==> config.mk <==
export PLATFORM = sky130hd
export DESIGN_NAME = stack_mem_sequencer_flat
export DESIGN_NICKNAME = d
export VERILOG_FILES = /design/src/rtl/stack_mem_pkg.sv /design/src/rtl/stack_mem_sequencer_if.sv /design/src/rtl/stack_mem_sequencer_stack_ptr.sv /design/src/rtl/stack_mem_sequencer.sv /design/src/flat_wrapper.sv
export SDC_FILE = /design/constraint.sdc
export NUM_CORES = 1
export LEC_CHECK = 0
export BUFFER_PORTS_ARGS = -buffer_cell sky130_fd_sc_hd__buf_2
export CORE_MARGIN = 2
export CORE_UTILIZATION = 52
export DETAILED_ROUTE_END_ITERATION = 10
export PLACE_DENSITY = 0.79
export SLEW_MARGIN = 20
export SYNTH_ARGS = -nofsm -noshare
export SYNTH_HDL_FRONTEND = slang
export SYNTH_SLANG_ARGS = --single-unit
==> constraint.sdc <==
create_clock -name clk -period 2.6 [get_ports clk]
set_input_delay 0.78 -clock clk [delete_from_list [all_inputs] [get_ports clk]]
set_output_delay 0.78 -clock clk [all_outputs]
set_load 0.05 [all_outputs]
==> src/rtl/stack_mem_pkg.sv <==
// Shared definitions for the stack/memory sequencer: op codes, FSM states, SP defaults.
// Latency: n/a (types and constants only).
// Backpressure: n/a.
package stack_mem_pkg;

   localparam logic [7:0] SP_INIT_DEF  = 8'hFF;  // empty stack, descending, pre-decrement
   localparam logic [7:0] SP_LIMIT_DEF = 8'hC0;  // lowest legal SP; reaching it means full

   typedef enum logic [2:0] {
      OP_NOP   = 3'd0,
      OP_PUSH  = 3'd1,
      OP_POP   = 3'd2,
      OP_CALL  = 3'd3,
      OP_RET   = 3'd4,
      OP_LOAD  = 3'd5,
      OP_STORE = 3'd6,
      OP_RSVD  = 3'd7
   } op_e;

   typedef enum logic [2:0] {
      S_IDLE,
      S_STK_DEC,
      S_MEM_WR,
      S_MEM_RD,
      S_STK_INC,
      S_DONE
   } state_e;

endpackage

==> src/rtl/stack_mem_sequencer_if.sv <==
// Bundle between decoder/memory and the sequencer: command handshake, memory pins, results.
// Latency: n/a (wires only).
// Backpressure: cmd_ready low while a command is in flight.
//   slave  : sequencer side (takes cmd_valid/cmd_op/mem_dout, drives everything else)
//   master : decoder + memory side
interface stack_mem_sequencer_if;
   logic       cmd_valid;
   logic [2:0] cmd_op;
   logic       cmd_ready;
   logic [7:0] mem_dout;
   logic       mem_rd;
   logic       mem_wr;
   logic       mem_s2;
   logic       mem_s5;
   logic [7:0] sp_out;
   logic [7:0] rdata;
   logic       pc_load;
   logic       done;
   logic       err_ovf;
   logic       err_unf;

   modport slave (
      input  cmd_valid, cmd_op, mem_dout,
      output cmd_ready, mem_rd, mem_wr, mem_s2, mem_s5,
             sp_out, rdata, pc_load, done, err_ovf, err_unf
   );

   modport master (
      output cmd_valid, cmd_op, mem_dout,
      input  cmd_ready, mem_rd, mem_wr, mem_s2, mem_s5,
             sp_out, rdata, pc_load, done, err_ovf, err_unf
   );
endinterface

==> src/rtl/stack_mem_sequencer_stack_ptr.sv <==
// Stack pointer register with increment/decrement and full/empty compares.
// Latency: new SP visible the cycle after inc/dec.
// Backpressure: none; caller guarantees no inc when empty and no dec when full.
//   clk, rst : clock, synchronous active-high reset (SP <- SP_INIT)
//   inc, dec : step SP by +1 / -1 (dec wins if both, never both in practice)
//   sp, full, empty : current SP, SP==SP_LIMIT, SP==SP_INIT
module stack_ptr
   import stack_mem_pkg::*;
#(
   parameter logic [7:0] SP_INIT  = SP_INIT_DEF,
   parameter logic [7:0] SP_LIMIT = SP_LIMIT_DEF
) (
   input  logic       clk,
   input  logic       rst,
   input  logic       inc,
   input  logic       dec,
   output logic [7:0] sp,
   output logic       full,
   output logic       empty
);

   always_ff @(posedge clk) begin
      if (rst)      sp <= SP_INIT;
      else if (dec) sp <= sp - 8'd1;
      else if (inc) sp <= sp + 8'd1;
   end

   assign full  = (sp == SP_LIMIT);
   assign empty = (sp == SP_INIT);

endmodule

==> src/rtl/stack_mem_sequencer.sv <==
// Multi-cycle stack/memory sequencer: owns SP, drives memory RD/WR/S2/S5 for PUSH/POP/CALL/RET/LOAD/STORE.
// Latency: accept->done PUSH/CALL/POP/RET 3, LOAD/STORE 2, NOP and rejected stack ops 1.
// Backpressure: cmd_ready high only in IDLE; one command in flight.
//   clk, rst : clock, synchronous active-high reset
//   bus      : stack_mem_sequencer_if.slave (command, memory control pins, results)
module stack_mem_sequencer
   import stack_mem_pkg::*;
#(
   parameter logic [7:0] SP_INIT  = SP_INIT_DEF,
   parameter logic [7:0] SP_LIMIT = SP_LIMIT_DEF
) (
   input  logic                  clk,
   input  logic                  rst,
   stack_mem_sequencer_if.slave  bus
);

   state_e     state;
   op_e        op_q;
   logic [7:0] sp;
   logic       sp_full;
   logic       sp_empty;

   logic       cmd_ready_q;
   logic       mem_rd_q, mem_wr_q, mem_s2_q, mem_s5_q;
   logic       done_q, pc_load_q, err_ovf_q, err_unf_q;
   logic [7:0] rdata_q;

   stack_ptr #(
      .SP_INIT  (SP_INIT),
      .SP_LIMIT (SP_LIMIT)
   ) u_stack_ptr (
      .clk   (clk),
      .rst   (rst),
      .inc   (state == S_STK_INC),
      .dec   (state == S_STK_DEC),
      .sp    (sp),
      .full  (sp_full),
      .empty (sp_empty)
   );

   // All outputs are registered: each is set on the transition into the state
   // that owns it, so the pins behave as Moore outputs of the current state.
   always_ff @(posedge clk) begin
      if (rst) begin
         state       <= S_IDLE;
         op_q        <= OP_NOP;
         cmd_ready_q <= 1'b1;
         mem_rd_q    <= 1'b0;
         mem_wr_q    <= 1'b0;
         mem_s2_q    <= 1'b0;
         mem_s5_q    <= 1'b0;
         done_q      <= 1'b0;
         pc_load_q   <= 1'b0;
         err_ovf_q   <= 1'b0;
         err_unf_q   <= 1'b0;
         rdata_q     <= 8'h00;
      end else begin
         mem_rd_q  <= 1'b0;
         mem_wr_q  <= 1'b0;
         mem_s2_q  <= 1'b0;
         mem_s5_q  <= 1'b0;
         done_q    <= 1'b0;
         pc_load_q <= 1'b0;
         err_ovf_q <= 1'b0;
         err_unf_q <= 1'b0;

         case (state)
            S_IDLE: begin
               if (bus.cmd_valid) begin
                  op_q        <= op_e'(bus.cmd_op);
                  cmd_ready_q <= 1'b0;
                  case (op_e'(bus.cmd_op))
                     OP_PUSH, OP_CALL: begin
                        if (sp_full) begin
                           state     <= S_DONE;
                           done_q    <= 1'b1;
                           err_ovf_q <= 1'b1;
                        end else begin
                           state <= S_STK_DEC;
                        end
                     end
                     OP_POP, OP_RET: begin
                        if (sp_empty) begin
                           state     <= S_DONE;
                           done_q    <= 1'b1;
                           err_unf_q <= 1'b1;
                        end else begin
                           state    <= S_MEM_RD;
                           mem_rd_q <= 1'b1;
                           mem_s2_q <= 1'b1;
                        end
                     end
                     OP_LOAD: begin
                        state    <= S_MEM_RD;
                        mem_rd_q <= 1'b1;
                     end
                     OP_STORE: begin
                        state    <= S_MEM_WR;
                        mem_wr_q <= 1'b1;
                        mem_s5_q <= 1'b1;
                     end
                     default: begin
                        state  <= S_DONE;
                        done_q <= 1'b1;
                     end
                  endcase
               end
            end
            S_STK_DEC: begin
               // Only PUSH/CALL get here; CALL writes NPC (s5=0).
               state    <= S_MEM_WR;
               mem_wr_q <= 1'b1;
               mem_s2_q <= 1'b1;
               mem_s5_q <= (op_q == OP_PUSH);
            end
            S_MEM_WR: begin
               state  <= S_DONE;
               done_q <= 1'b1;
            end
            S_MEM_RD: begin
               rdata_q <= bus.mem_dout;
               if (op_q == OP_POP || op_q == OP_RET) begin
                  state <= S_STK_INC;
               end else begin
                  state  <= S_DONE;
                  done_q <= 1'b1;
               end
            end
            S_STK_INC: begin
               state     <= S_DONE;
               done_q    <= 1'b1;
               pc_load_q <= (op_q == OP_RET);
            end
            S_DONE: begin
               state       <= S_IDLE;
               cmd_ready_q <= 1'b1;
            end
            default: begin
               state       <= S_IDLE;
               cmd_ready_q <= 1'b1;
            end
         endcase
      end
   end

   assign bus.cmd_ready = cmd_ready_q;
   assign bus.mem_rd    = mem_rd_q;
   assign bus.mem_wr    = mem_wr_q;
   assign bus.mem_s2    = mem_s2_q;
   assign bus.mem_s5    = mem_s5_q;
   assign bus.sp_out    = sp;
   assign bus.rdata     = rdata_q;
   assign bus.pc_load   = pc_load_q;
   assign bus.done      = done_q;
   assign bus.err_ovf   = err_ovf_q;
   assign bus.err_unf   = err_unf_q;

endmodule

==> src/flat_wrapper.sv <==
// flat-port wrapper written by rule: the top's interface ports become plain ports
module stack_mem_sequencer_flat import stack_mem_pkg::*;
#(
   parameter logic [7:0] SP_INIT  = SP_INIT_DEF,
   parameter logic [7:0] SP_LIMIT = SP_LIMIT_DEF
)
  (clk, rst, bus_cmd_valid, bus_cmd_op, bus_mem_dout, bus_cmd_ready, bus_mem_rd, bus_mem_wr, bus_mem_s2, bus_mem_s5, bus_sp_out, bus_rdata, bus_pc_load, bus_done, bus_err_ovf, bus_err_unf);
  stack_mem_sequencer_if bus_i ();
  input  logic clk;
  input  logic rst;
  input wire logic [$bits(bus_i.cmd_valid)-1:0] bus_cmd_valid;
  input wire logic [$bits(bus_i.cmd_op)-1:0] bus_cmd_op;
  input wire logic [$bits(bus_i.mem_dout)-1:0] bus_mem_dout;
  output wire logic [$bits(bus_i.cmd_ready)-1:0] bus_cmd_ready;
  output wire logic [$bits(bus_i.mem_rd)-1:0] bus_mem_rd;
  output wire logic [$bits(bus_i.mem_wr)-1:0] bus_mem_wr;
  output wire logic [$bits(bus_i.mem_s2)-1:0] bus_mem_s2;
  output wire logic [$bits(bus_i.mem_s5)-1:0] bus_mem_s5;
  output wire logic [$bits(bus_i.sp_out)-1:0] bus_sp_out;
  output wire logic [$bits(bus_i.rdata)-1:0] bus_rdata;
  output wire logic [$bits(bus_i.pc_load)-1:0] bus_pc_load;
  output wire logic [$bits(bus_i.done)-1:0] bus_done;
  output wire logic [$bits(bus_i.err_ovf)-1:0] bus_err_ovf;
  output wire logic [$bits(bus_i.err_unf)-1:0] bus_err_unf;
  assign bus_i.cmd_valid = bus_cmd_valid;
  assign bus_i.cmd_op = bus_cmd_op;
  assign bus_i.mem_dout = bus_mem_dout;
  assign bus_cmd_ready = bus_i.cmd_ready;
  assign bus_mem_rd = bus_i.mem_rd;
  assign bus_mem_wr = bus_i.mem_wr;
  assign bus_mem_s2 = bus_i.mem_s2;
  assign bus_mem_s5 = bus_i.mem_s5;
  assign bus_sp_out = bus_i.sp_out;
  assign bus_rdata = bus_i.rdata;
  assign bus_pc_load = bus_i.pc_load;
  assign bus_done = bus_i.done;
  assign bus_err_ovf = bus_i.err_ovf;
  assign bus_err_unf = bus_i.err_unf;
  stack_mem_sequencer #(.SP_INIT(SP_INIT), .SP_LIMIT(SP_LIMIT)) u_core (.clk(clk), .rst(rst), .bus(bus_i));
endmodule
== After elaboration in Yosys (flattened, before gate mapping) ==
Index checks and enable logic that the tools add are counted.

* Add/sub/neg operators: 2
* Equality and inequality tests: 16
* Muxes and demuxes: 25
* Bitwise gates (word level): 6
* Reduce and logical (&&, ||, !) cells: 14

{| class="wikitable"
|+ Operators by type and width
! operator !! count
|-
| one-hot mux 3 bit (4 select lines) || 2
|-
| == test 8 bit (second input constant) || 2
|-
| two-way mux 8 bit || 2
|-
| == test 3 x 2 -> 1 bit (second input constant) || 5
|-
| == test 3 bit (second input constant) || 5
|-
| OR reduction 4 bit || 3
|-
| two-way mux 1 bit || 11
|-
| one-hot mux 1 bit (2 select lines) || 5
|-
| OR reduction 2 bit || 5
|-
| == test 3 x 1 -> 1 bit (second input constant) || 3
|-
| two-way mux 3 bit || 3
|-
| adder 8 x 1 -> 8 bit (second input constant) || 1
|-
| subtractor 8 x 1 -> 8 bit (second input constant) || 1
|-
| inverter 1 bit || 6
|-
| one-hot mux 1 bit (3 select lines) || 2
|-
| AND reduction 2 bit || 2
|-
| zero test 3 bit || 1
|-
| OR reduction 3 bit || 1
|-
| inequality test 2 bit (second input constant) || 1
|-
| nonzero test 2 bit || 1
|-
| logical OR 1 bit || 1
|}

* Register bits after elaboration: 31
* Input bits: 14
* Output and inout bits: 25

== Logic depth before layout (Yosys ltp) ==
Gate-level depths: netlist of the first run.

* Word-level depth: 5
* Mapped depth: 8

== Cells and area by module ==
A second synthesis of the first run with hierarchy kept.

* Cells, all modules: 181
* Area, all modules: 1602.8 um^2

{| class="wikitable"
|+ By module, submodules not included
! module !! instances !! cells each !! area each (um^2) !! sequential area each (um^2)
|-
| stack_mem_sequencer || 1 || 106 || 975.9 || 460.4
|-
| stack_ptr || 1 || 75 || 626.9 || 160.2
|}

== Worst setup path before layout of the first run ==
No wires, ideal clock.

* Path type: reg-to-reg
* Start point: register u_core.state[0]
* End point: register u_core.u_stack_ptr.sp[4]
* Setup time: 0.072 ns
* Data arrival time: 1.966 ns
* Data required time: 2.528 ns
* Slack: 0.562 ns
* Cell stages (with the launch flop): 9
* Period minus slack after synthesis: 2.038 ns
* Path through: dfxtp_1 -> buf_4 -> or3b_1 -> buf_2 -> xnor2_1 -> ha_1 -> or3_1 -> a21oi_2 -> mux2i_1

* Cells in the longest elaborated chain, start to end: 2
* Elaborated cells on any way between the ends: 4

{| class="wikitable"
|+ Ends and longest elaborated chain
! element !! line !! source
|-
| start: declaration || stack_mem_sequencer.sv:17 || <nowiki>state_e state;</nowiki>
|-
| start signal: assignment || stack_mem_sequencer.sv:45 || <nowiki>state <= S_IDLE;</nowiki>
|-
| start signal: assignment || stack_mem_sequencer.sv:75 || <nowiki>state <= S_DONE;</nowiki>
|-
| start signal: assignment || stack_mem_sequencer.sv:79 || <nowiki>state <= S_STK_DEC;</nowiki>
|-
| == test 3 x 1 -> 1 bit or == test 3 bit (tied branches) || stack_mem_sequencer.sv:35, stack_mem_sequencer.sv:34 ||
|-
| two-way mux 8 bit or nonzero test 2 bit (tied branches) || - ||
|-
| end signal: assignment || stack_mem_sequencer_stack_ptr.sv:24 || <nowiki>else if (dec) sp <= sp - 8'd1;</nowiki>
|-
| end signal: assignment || stack_mem_sequencer_stack_ptr.sv:25 || <nowiki>else if (inc) sp <= sp + 8'd1;</nowiki>
|-
| end: declaration || stack_mem_sequencer_stack_ptr.sv:17 || <nowiki>output logic [7:0] sp,</nowiki>
|}

Several ways; a longest one is shown, not always the timed one.
A chain may end at the register's enable or synchronous reset.

== Final worst setup path of the first run ==
* Start point: register u_core.state[2]
* End point: register u_core.u_stack_ptr.sp[4]

The elaborated chain is that of the path after synthesis.

==> key figures, run 1 <==
Route
  – 1st-pass router iterations: 4
  – Via Count: 1339
  – Final WL: 3240 um
  – Routed len/inst: 13.7 um
  – Final ANT Viol Nets: 0
  – Initial DRC Count: 80
  – DRC viols: 0
  – Drt via density: 5.65

Placed design
  – DP Worst Slack: 0.393 ns
  – HPWL Detailed: 2380 um
  – Port buffer count: 38
  – GPL Wtd Cong: 0.887

Setup path
  – Crit path max-delay family: simple AND/OR/NAND/NOR gates
  – R2r worst-path depth: 6
  – Worst r2r src: u_core.state[2]$_SDFFE_PP0P_
  – Reg2reg setup slack: 0.35 ns
  – Worst path slowest cell: or3b_1
  – Stages on worst setup path: 6
  – CP startpoint: u_core.state[2]$_SDFFE_PP0P_
  – R2r endpoint: u_core.u_stack_ptr.sp[4]$_SDFFE_PP1P_
  – CP Launch Type: flip-flop
  – Worst Path Buf+Inv: 0
  – Largest stage delay, worst path: 0.56 ns
  – Crit path cell chain: or3b_1 > xnor2_1 > ha_1 > or3_1 > a21oi_2 > mux2i_1
  – Worst setup path end: u_core.u_stack_ptr.sp[4]$_SDFFE_PP1P_
  – Worst EP arrival: 2.52 ns
  – Crit. End Element: flip-flop
  – CP Max Fanout: 14
  – Setup CP Type: reg -> reg
  – WP data required: 2.87 ns

Power and ir drop
  – Clk pwr share: 17.7%
  – Sequential Power Share: 33.9%
  – Pwr dens: 1260 nW/um^2
  – Combinational power share: 48.4%
  – Worst VDD drop: 1.05 mV
  – Internal Power: 1.22 mW
  – Leakage power: 0.797 nW
  – Sw Pwr: 1.03 mW
  – Sw frac: 45.9%

Timing
  – Post-route setup slack: 0.346 ns
  – Fmax: 444 MHz
  – Period minus WS final: 2.25 ns
  – Endpoints failing setup: 0
  – RSZ-0062 raised after global routing: no
  – Relative slew slack: 67.7%
  – Slew @ Worst Pin: 0.484 ns
  – Setup TNS: 0 ns
  – Final hold vios: 0
  – Ratio of final minimum period to clock period: 86.7%
  – Pins over their slew limit: 0
  – Clock Skew: 0.0128 ns

Synth
  – Cells after Synth: 170
  – EDFF count, synth: 0
  – Largest family of logic cells by synthesized area: simple AND/OR/NAND/NOR gates
  – Synth Area in Compound Gates: 11.6%
  – Ys Warns: 0
  – Netlist Area Pre-Place: 1510 sq um
  – Post-Synth XOR/XNOR Area: 2.32%
  – Synth Area in Simple Gates: 30.5%
  – Flops & latches, synth: 31
  – Adder-Cell Fraction of Synth Area: 0.830%
  – Syn avg cell area: 8.87 sq um
  – Synth cell types: 46
  – Synth Net Count: 185
  – Async SR Flop Fraction: 0%
  – Mux contribution to synthesized area: 9.96%
  – Register area share after synthesis: 41.2%
  – Ys flop type: dfxtp_1

Die
  – Die span in y: 57.8 um
  – Starting Density: 54.7%
  – IO Pins: 39
  – Die area: 3350 sq um
  – Die span in x: 57.8 um
  – Core area: 2760 sq um
  – Rows: 19

Finish
  – Layout area overhead: 18.0%
  – Antenna fix cells: 0
  – Final #Nets: 220
  – Layout cells sized above 1: 24.8%

Global routing
  – Number of global-route vias before repair: 1229
  – First-pass GRT wire length: 5520 um
  – Gr busiest metal: met2
  – Global route total overflow: 0
  – Global Route Usage Sum: 21.9%
  – Grt met1 use: 27.9%
  – Routing usage on met3: 8.26%
  – Initial antenna violation count: 0
  – GR Util met2: 33.6%
  – Pin count of the biggest net entering global routing: 25

CTS
  – CTS tree: built
  – Clock transition at the registers of the reported paths: 0.10 ns
  – CTS root buffer: clkbuf_4
  – CTS buffer count: 5
  – Skew-Pair Late Insertion Delay: 0.34 ns
  – Sinks on the clock net: 31
  – H-Tree Depth: 2
  – # Post-CTS Setup Buffers: 0
  – Hold-fix buffers, CTS: 0
  – Max clock buf depth: 2
  – Resize count post-CTS: 0

Worst hold path
  – Worst hold path type: reg -> reg
  – Hold Path Origin: u_core.bus.rdata[7]$_SDFFE_PP0P_

Run status
  – Status: complete, no violations

Flow run
  – Max-cap check violation count: 0
sequential cells by signal (all words and copies together) (netlist names), 3 cells and up:
register / cells
u_core.u_stack_ptr.sp: 8
u_core.bus.rdata: 8
u_core.op_q: 3
u_core.state: 3
how the worst min path moves through the flow:
stage / cells past startpoint / slack, ns / endpoint
6_report: 2 / 0.50 / u_core.bus.rdata[7]$_SDFFE_PP0P_
5_1_grt: 2 / 0.55 / u_core.bus.rdata[4]$_SDFFE_PP0P_
4_1_cts: 2 / 0.52 / u_core.bus.rdata[7]$_SDFFE_PP0P_
3_5_place_dp: 2 / 0.49 / u_core.bus.rdata[7]$_SDFFE_PP0P_
3_3_place_gp: 2 / 0.47 / u_core.bus.rdata[3]$_SDFFE_PP0P_
2_1_floorplan: 1 / 0.46 / u_core.bus.pc_load$_SDFF_PP0_
cell type report:
class	instances	area, sq um
Sequential cell	31	621
Multi-Input combinational cell	126	832
Tap cell	31	38.8
Clock inverter	2	35.0
Fill cell	245	978
Inverter	3	11.3
Timing Repair Buffer	38	190
Clock buffer	6	51.3
synth_stat cells, types with 2 or more instances:
master,instances,area [sq um]
or3b_1,2,17.5
clkbuf_1,5,18.8
buf_1,2,7.51
buf_2,2,10.0
nand2b_1,3,18.8
or3_1,5,31.3
a21oi_1,10,50.1
nand4_1,3,18.8
and4b_1,2,20.0
nand3b_1,3,22.5
a21o_1,2,15.0
nor2b_1,6,37.5
nor4b_1,2,17.5
xnor2_1,4,35.0
nand3_1,2,10.0
o21ai_0,5,25.0
dfxtp_1,31,621
or2_2,2,12.5
nand2_1,12,45.0
nor2_1,20,75.1
inv_1,3,11.3
nor3_1,3,15.0
mux2i_1,15,150
nor4_1,4,25.0
cell families after synthesis:
kind of cell,after synthesis
fa+ha+maj,1
mux,15
simple gates,79
xor+xnor,4
compound gates,27
flops,31
buf+inv,13
routing by layer:
metal  vias up  routed length, um
li1        678                  -
met1       608               1420
met2        47               1540
met3         6                232
met4         0                 50
met5         -                  0
metrics by stage:
step                utilization [%]  instances  area (sq um)  hold slack [ns]  total power, mW
finish                         64.5        237          1780            0.505             2.25
detailed placement             61.4        229          1690            0.491             1.85
floorplan                         -        170          1510            0.458             1.63
CTS                            64.5        237          1780            0.515             2.25
global placement               61.4        229          1690            0.470             1.81
global route                   64.5        237          1780            0.550             2.39
worst reg2reg max path, delay by kind of cell (launching register included):
kind                       cells  cell delay (ns)
and+or+nand+nor                2             0.96
AOI/OAI and AO/OA              1             0.16
muxes                          1             0.18
DFF                            1             0.45
xor gates and xnor gates       1             0.18
adders and majority gates      1             0.25
power groups by stage:
stage	Clock [mW]	Combinational (mW)	Sequential (mW)
after floorplan	0	0.655	0.977
after global placement	0	1.06	0.755
after detailed placement	0	1.08	0.766
after CTS	0.403	1.09	0.757
after global routing	0.415	1.19	0.784
final	0.398	1.09	0.760
layout by cell type, fill, tap and decap left out, types with 3 or more instances in the layout:
cell / instances
or3_1: 5
nand4_1: 3
nand2_1: 12
nor2b_1: 6
o21ai_0: 5
nor4_1: 4
dfxtp_1: 31
clkbuf_4: 5
nor3_1: 3
nand2b_1: 3
nand3b_1: 3
xnor2_1: 4
mux2i_1: 15
nor2_1: 20
buf_2: 38
inv_1: 3
a21oi_1: 10
(Power assumes the default switching activity.)
==> run 2: changes to the inputs <==
--- a/config.mk
+++ b/config.mk
@@ -6,10 +6,9 @@
 export NUM_CORES = 1
 export LEC_CHECK = 0
 export BUFFER_PORTS_ARGS = -buffer_cell sky130_fd_sc_hd__buf_2
-export CORE_MARGIN = 2
 export CORE_UTILIZATION = 52
 export DETAILED_ROUTE_END_ITERATION = 10
-export PLACE_DENSITY = 0.79
+export PLACE_DENSITY = 0.86
 export SLEW_MARGIN = 20
 export SYNTH_ARGS = -nofsm -noshare
 export SYNTH_HDL_FRONTEND = slang
==> run 2 against run 1 <==
Net effect: critical path depth is the same; via count shrank 0.67%; largest cell class unchanged; sequential cell count is the same; largest power group unchanged; critical endpoint is now u_core.u_stack_ptr.sp[2]$_SDFFE_PP1P_.
==> key figures, run 2 (synthesis results as in run 1) <==
Placed design
  – Placed cells: 231 (+0.87%)
  – HPWL Detailed: 2150 um (-9.7%)
  – GPL Wtd Cong: 0.846 (-4.6%)
  – Port buffer count: 38 (unchanged)

Timing
  – Endpoints failing setup: 0 (unchanged)
  – Ratio of final minimum period to clock period: 84.1% (-2.6 points)
  – Final hold vios: 0 (unchanged)
  – Relative slew slack: 66.3% (-1.3 points)
  – Period minus WS final: 2.19 ns (-0.0685 ns)
  – RSZ-0062 raised after global routing: no
  – Setup TNS: 0 ns (unchanged)
  – Clock Skew: 0.00847 ns (-0.00433 ns)
  – Fmax: 457 MHz (+3.1%)
  – Pins over their slew limit: 0 (unchanged)
  – Slew @ Worst Pin: 0.504 ns (+0.0200 ns)

Route
  – Via Count: 1330 (-0.67%)
  – Initial DRC Count: 22 (-73%)
  – DRC viols: 0 (unchanged)
  – Routed len/inst: 13.0 um (-4.6%)
  – Final ANT Viol Nets: 0 (unchanged)
  – 1st-pass router iterations: 4 (unchanged)
  – Drt via density: 5.56 (-1.5%)
  – Final WL: 3120 um (-3.8%)

Finish
  – Fill cell count: 235 (-4.1%)
  – Final Non-Filler Cells: 239 (+0.84%)
  – Most common cell after layout, fill and taps aside: buf_2
  – Layout area overhead: 19.0%
  – Antenna fix cells: 0 (unchanged)
  – Layout cells sized above 1: 25.5% (+0.72 points)
  – Final #Nets: 222 (+0.91%)
  – Commonest non-fill, non-tap cells in the layout: buf_2 (38), dfxtp_1 (31), nor2_1 (20)

CTS
  – Hold-fix buffers, CTS: 0 (unchanged)
  – CTS tree: built
  – Max clock buf depth: 2 (unchanged)
  – Resize count post-CTS: 0 (unchanged)
  – Clock transition at the registers of the reported paths: 0.10 ns (about the same)
  – Skew-Pair Late Insertion Delay: 0.33 ns (about the same)
  – CTS buffer count: 5 (unchanged)
  – H-Tree Depth: 2 (unchanged)
  – CTS root buffer: clkbuf_4
  – # Post-CTS Setup Buffers: 0 (unchanged)
  – Sinks on the clock net: 31 (unchanged)

Die
  – Starting Density: 54.7% (unchanged)
  – Rows: 19 (unchanged)
  – IO Pins: 39 (unchanged)
  – Die area: 3120 sq um (-6.8%)
  – Die span in x: 55.8 um (-3.5%)
  – Die span in y: 55.8 um (-3.5%)
  – Core area: 2760 sq um (unchanged)

Power and ir drop
  – Internal Power: 1.23 mW (+1.4%)
  – Sequential Power Share: 31.7% (-2.2 points)
  – Sw Pwr: 1.02 mW (-0.90%)
  – Pwr dens: 1260 nW/um^2 (-0.48%)
  – Clk pwr share: 17.5% (-0.2 points)
  – Leakage power: 0.808 nW (+1.3%)
  – Sw frac: 45.3% (-0.58 points)
  – Combinational power share: 50.9% (+2.5 points)
  – Worst VDD drop: 0.842 mV (-20%)

Setup path
  – Reg2reg setup slack: 0.41 ns (+0.07 ns)
  – WP data required: 2.87 ns (about the same)
  – Worst path slowest cell: or3b_1
  – Crit. End Element: flip-flop
  – Worst EP arrival: 2.45 ns (-0.07 ns)
  – Setup CP Type: reg -> reg
  – Crit path cell chain: or3b_1 > xnor2_1 > ha_1 > or3_1 > a21oi_1 > mux2i_1
  – Largest stage delay, worst path: 0.50 ns (-0.06 ns)
  – CP Launch Type: flip-flop
  – CP Max Fanout: 10 (-4)
  – R2r worst-path depth: 6 (unchanged)

Flow run
  – Max-cap check violation count: 0 (unchanged)

Global routing
  – Global route total overflow: 0 (unchanged)
  – Number of global-route vias before repair: 1221 (-0.65%)
  – Global Route Usage Sum: 21.2% (-0.67 points)
  – Pin count of the biggest net entering global routing: 25 (unchanged)
  – Initial antenna violation count: 0 (unchanged)
  – First-pass GRT wire length: 5260 um (-4.6%)

Run status
  – Status: complete, no violations

Worst hold path
  – Hold path depth: 2 (unchanged)
  – Worst hold path type: reg -> reg
==> run 2: metrics by stage <==
step	total power, mW	worst slack (ns)	hold WS (ns)	util, %	cell area (sq um)
after floorplan	1.63	0.562	0.458	-	1510
after global placement	1.84	0.480	0.475	61.9	1710
after detailed placement	1.85	0.444	0.482	61.9	1710
after CTS	2.25	0.422	0.507	65.1	1790
after global routing	2.39	0.288	0.530	65.1	1790
final	2.25	0.414	0.511	65.1	1790
==> run 2: worst paths after layout <==
| check | endpoint | from |
|---|---|---|
| min | u_core.bus.rdata[1]$_SDFFE_PP0P_ | u_core.bus.rdata[1]$_SDFFE_PP0P_ |
| max reg2reg | u_core.u_stack_ptr.sp[2]$_SDFFE_PP1P_ | u_core.state[0]$_SDFFE_PP0P_ |
| min reg2reg | u_core.bus.rdata[1]$_SDFFE_PP0P_ | u_core.bus.rdata[1]$_SDFFE_PP0P_ |
| max | u_core.u_stack_ptr.sp[2]$_SDFFE_PP1P_ | u_core.state[0]$_SDFFE_PP0P_ |
==> run 2: cell type report <==
class                           instances  area (sq um)  share of cell area (%)
Multi-Input combinational cell        126           832                    46.4
Sequential cell                        31           621                    34.6
Timing Repair Buffer                   40           205                    11.4
Clock buffer                            6          51.3                    2.86
Tap cell                               31          38.8                    2.16
Clock inverter                          2          35.0                    1.95
Inverter                                3          11.3                   0.628
==> run 2: metal layers <==
layer	wire, um	vias to the layer above	part of all wire [%]	global-route usage, %
met5	0	-	0	0
met4	43	0	1.4	9.76
met3	154	5	4.9	5.35
met2	1390	37	45	32.9
met1	1530	613	49	28.0
li1	-	675	-	-
==> run 2: power groups by stage <==
| stage | Combinational, mW | Clock, mW | Sequential, mW |
|---|---|---|---|
| 2_1_floorplan | 0.655 | 0 | 0.977 |
| 3_3_place_gp | 1.12 | 0 | 0.717 |
| 4_1_cts | 1.14 | 0.398 | 0.711 |
| 5_1_grt | 1.23 | 0.422 | 0.736 |
| 3_5_place_dp | 1.13 | 0 | 0.721 |
| 6_report | 1.15 | 0.394 | 0.714 |
==> run 2: worst max-delay path, delay by kind of cell (launching register included) <==
| kind | cells | cell delay (ns) |
|---|---|---|
| AOI/OAI and AO/OA | 1 | 0.17 |
| xor gates and xnor gates | 1 | 0.17 |
| adders and majority gates | 1 | 0.24 |
| DFF | 1 | 0.48 |
| muxes | 1 | 0.21 |
| and+or+nand+nor | 2 | 0.85 |
==> run 3: changes to the inputs <==
==> constraint.sdc (replaced) <==
create_clock -name clk -period 2.2 [get_ports clk]
set_input_delay 0.66 -clock clk [delete_from_list [all_inputs] [get_ports clk]]
set_output_delay 0.66 -clock clk [all_outputs]
set_load 0.05 [all_outputs]
==> run 3 against run 2 <==
Net effect: worst setup slack worse by 0.16 ns; sequential share of layout area shrank 0.29 points; via count up 0.68%; final cell count increased by 0.84%.
==> key figures, run 3 (synthesis results as in run 1) <==
Die
  – Core area: 2760 sq um (unchanged)
  – Die span in y: 55.8 um (unchanged)
  – Die area: 3120 sq um (unchanged)
  – Die span in x: 55.8 um (unchanged)
  – IO Pins: 39 (unchanged)
  – Starting Density: 54.7% (unchanged)
  – Rows: 19 (unchanged)

Finish
  – Post-layout util: 65.6% (+0.54 points)
  – Layout area overhead: 20.0%
  – Layout cells sized above 1: 26.2% (+0.71 points)
  – Final Non-Filler Cells: 241 (+0.84%)
  – Most common cell after layout, fill and taps aside: buf_2
  – Commonest non-fill, non-tap cells in the layout: buf_2 (38), dfxtp_1 (31), nor2_1 (20)
  – Final #Nets: 224 (+0.90%)
  – Antenna fix cells: 0 (unchanged)

Timing
  – Final hold vios: 0 (unchanged)
  – Setup TNS: 0 ns (unchanged)
  – Clock Skew: 0.0118 ns (+0.00334 ns)
  – Pins over their slew limit: 0 (unchanged)
  – RSZ-0062 raised after global routing: no
  – Relative slew slack: 66.7% (+0.37 points)
  – Fmax: 515 MHz (+13%)
  – Ratio of final minimum period to clock period: 88.2% (+4.2 points)
  – Slew @ Worst Pin: 0.498 ns (-0.00551 ns)
  – Endpoints failing setup: 0 (unchanged)
  – Hold WS: 0.502 ns (-0.00938 ns)
  – Period minus WS final: 1.94 ns (-0.244 ns)

Route
  – Via Count: 1339 (+0.68%)
  – Final WL: 3070 um (-1.7%)
  – Routed len/inst: 12.7 um (-2.5%)
  – Initial DRC Count: 24 (+9.1%)
  – DRC viols: 0 (unchanged)
  – 1st-pass router iterations: 4 (unchanged)
  – Drt via density: 5.56 (-0.16%)
  – Final ANT Viol Nets: 0 (unchanged)

CTS
  – # Post-CTS Setup Buffers: 0 (unchanged)
  – Sinks on the clock net: 31 (unchanged)
  – Clock transition at the registers of the reported paths: 0.10 ns (about the same)
  – Hold-fix buffers, CTS: 0 (unchanged)
  – CTS buffer count: 5 (unchanged)
  – H-Tree Depth: 2 (unchanged)
  – Skew-Pair Late Insertion Delay: 0.34 ns (about the same)
  – CTS root buffer: clkbuf_4
  – CTS tree: built
  – Max clock buf depth: 2 (unchanged)
  – Resize count post-CTS: 0 (unchanged)

Power and ir drop
  – Leakage power: 0.817 nW (+1.2%)
  – Worst VDD drop: 1.17 mV (+39%)
  – Pwr dens: 1480 nW/um^2 (+18%)

Setup path
  – Reg2reg setup slack: 0.26 ns (-0.16 ns)
  – CP Max Fanout: 6 (-4)
  – Crit. End Element: flip-flop
  – CP Launch Type: flip-flop
  – WP data required: 2.48 ns (-0.39 ns)
  – Setup CP Type: reg -> reg
  – Worst EP arrival: 2.22 ns (-0.23 ns)

Global routing
  – Global route total overflow: 0 (unchanged)
  – Number of global-route vias before repair: 1197 (-2.0%)
  – Pin count of the biggest net entering global routing: 25 (unchanged)
  – First-pass GRT wire length: 5310 um (+0.93%)
  – Initial antenna violation count: 0 (unchanged)
  – Global Route Usage Sum: 21.9% (+0.62 points)

Placed design
  – Port buffer count: 38 (unchanged)
  – GPL Wtd Cong: 0.877 (+3.7%)
  – HPWL Detailed: 2220 um (+3.3%)
  – Placed cells: 233 (+0.87%)

Worst hold path
  – Worst hold path type: reg -> reg

Run status
  – Status: complete, no violations

Flow run
  – Max-cap check violation count: 0 (unchanged)
## run 3: changes by cell type in the layout (fill, tap and decap cells not counted)
cell,before,now
buf_4,2,4
## run 3: stage by stage
stage	power, mW	instance area (sq um)	setup WS, ns
2_1_floorplan	1.93	1510	0.162
3_3_place_gp	2.20	1720	0.325
3_5_place_dp	2.22	1720	0.298
4_1_cts	2.69	1810	0.259
5_1_grt	2.86	1810	0.178
6_report	2.68	1810	0.259
## run 3: worst paths after layout
kind / startpoint / endpoint / depth (start not counted)
worst min register to register: u_core.op_q[1]$_SDFFE_PP0P_ / u_core.bus.pc_load$_SDFF_PP0_ / 1
worst max register to register: u_core.state[2]$_SDFFE_PP0P_ / u_core.u_stack_ptr.sp[4]$_SDFFE_PP1P_ / 6
worst max-delay path: u_core.state[2]$_SDFFE_PP0P_ / u_core.u_stack_ptr.sp[4]$_SDFFE_PP1P_ / 6
worst min-delay path: u_core.op_q[1]$_SDFFE_PP0P_ / u_core.bus.pc_load$_SDFF_PP0_ / 1
## run 3: area by class of cell
class / count / area (sq um)
fill: 239 / 948
multi-input combinational: 126 / 832
sequential: 31 / 621
timing repair buffer: 42 / 220
clock buffer: 6 / 51.3
tap: 31 / 38.8
clock inverter: 2 / 35.0
inverter: 3 / 11.3
## run 3: layer usage
| metal | vias up | GRT usage, % | part of all wire (%) |
|---|---|---|---|
| li1 | 681 | - | - |
| met1 | 612 | 27.8 | 47 |
| met2 | 39 | 34.8 | 45 |
| met3 | 7 | 7.67 | 5.9 |
| met4 | 0 | 7.32 | 1.7 |
| met5 | - | 0 | 0 |
## run 3: critical path: stages, from the launching register on
cell and delay, ns:
dfxtp_1 0.32, or3b_1 0.41, xnor2_1 0.14, ha_1 0.26
or3_1 0.40, a21oi_2 0.15, mux2i_1 0.19
## run 3: where the power goes
| group | leakage (nW) | switching [mW] | internal (mW) |
|---|---|---|---|
| Combinational | 0.516 | 0.872 | 0.513 |
| Sequential | 0.253 | 0.130 | 0.698 |
| Clock | 0.0482 | 0.198 | 0.268 |
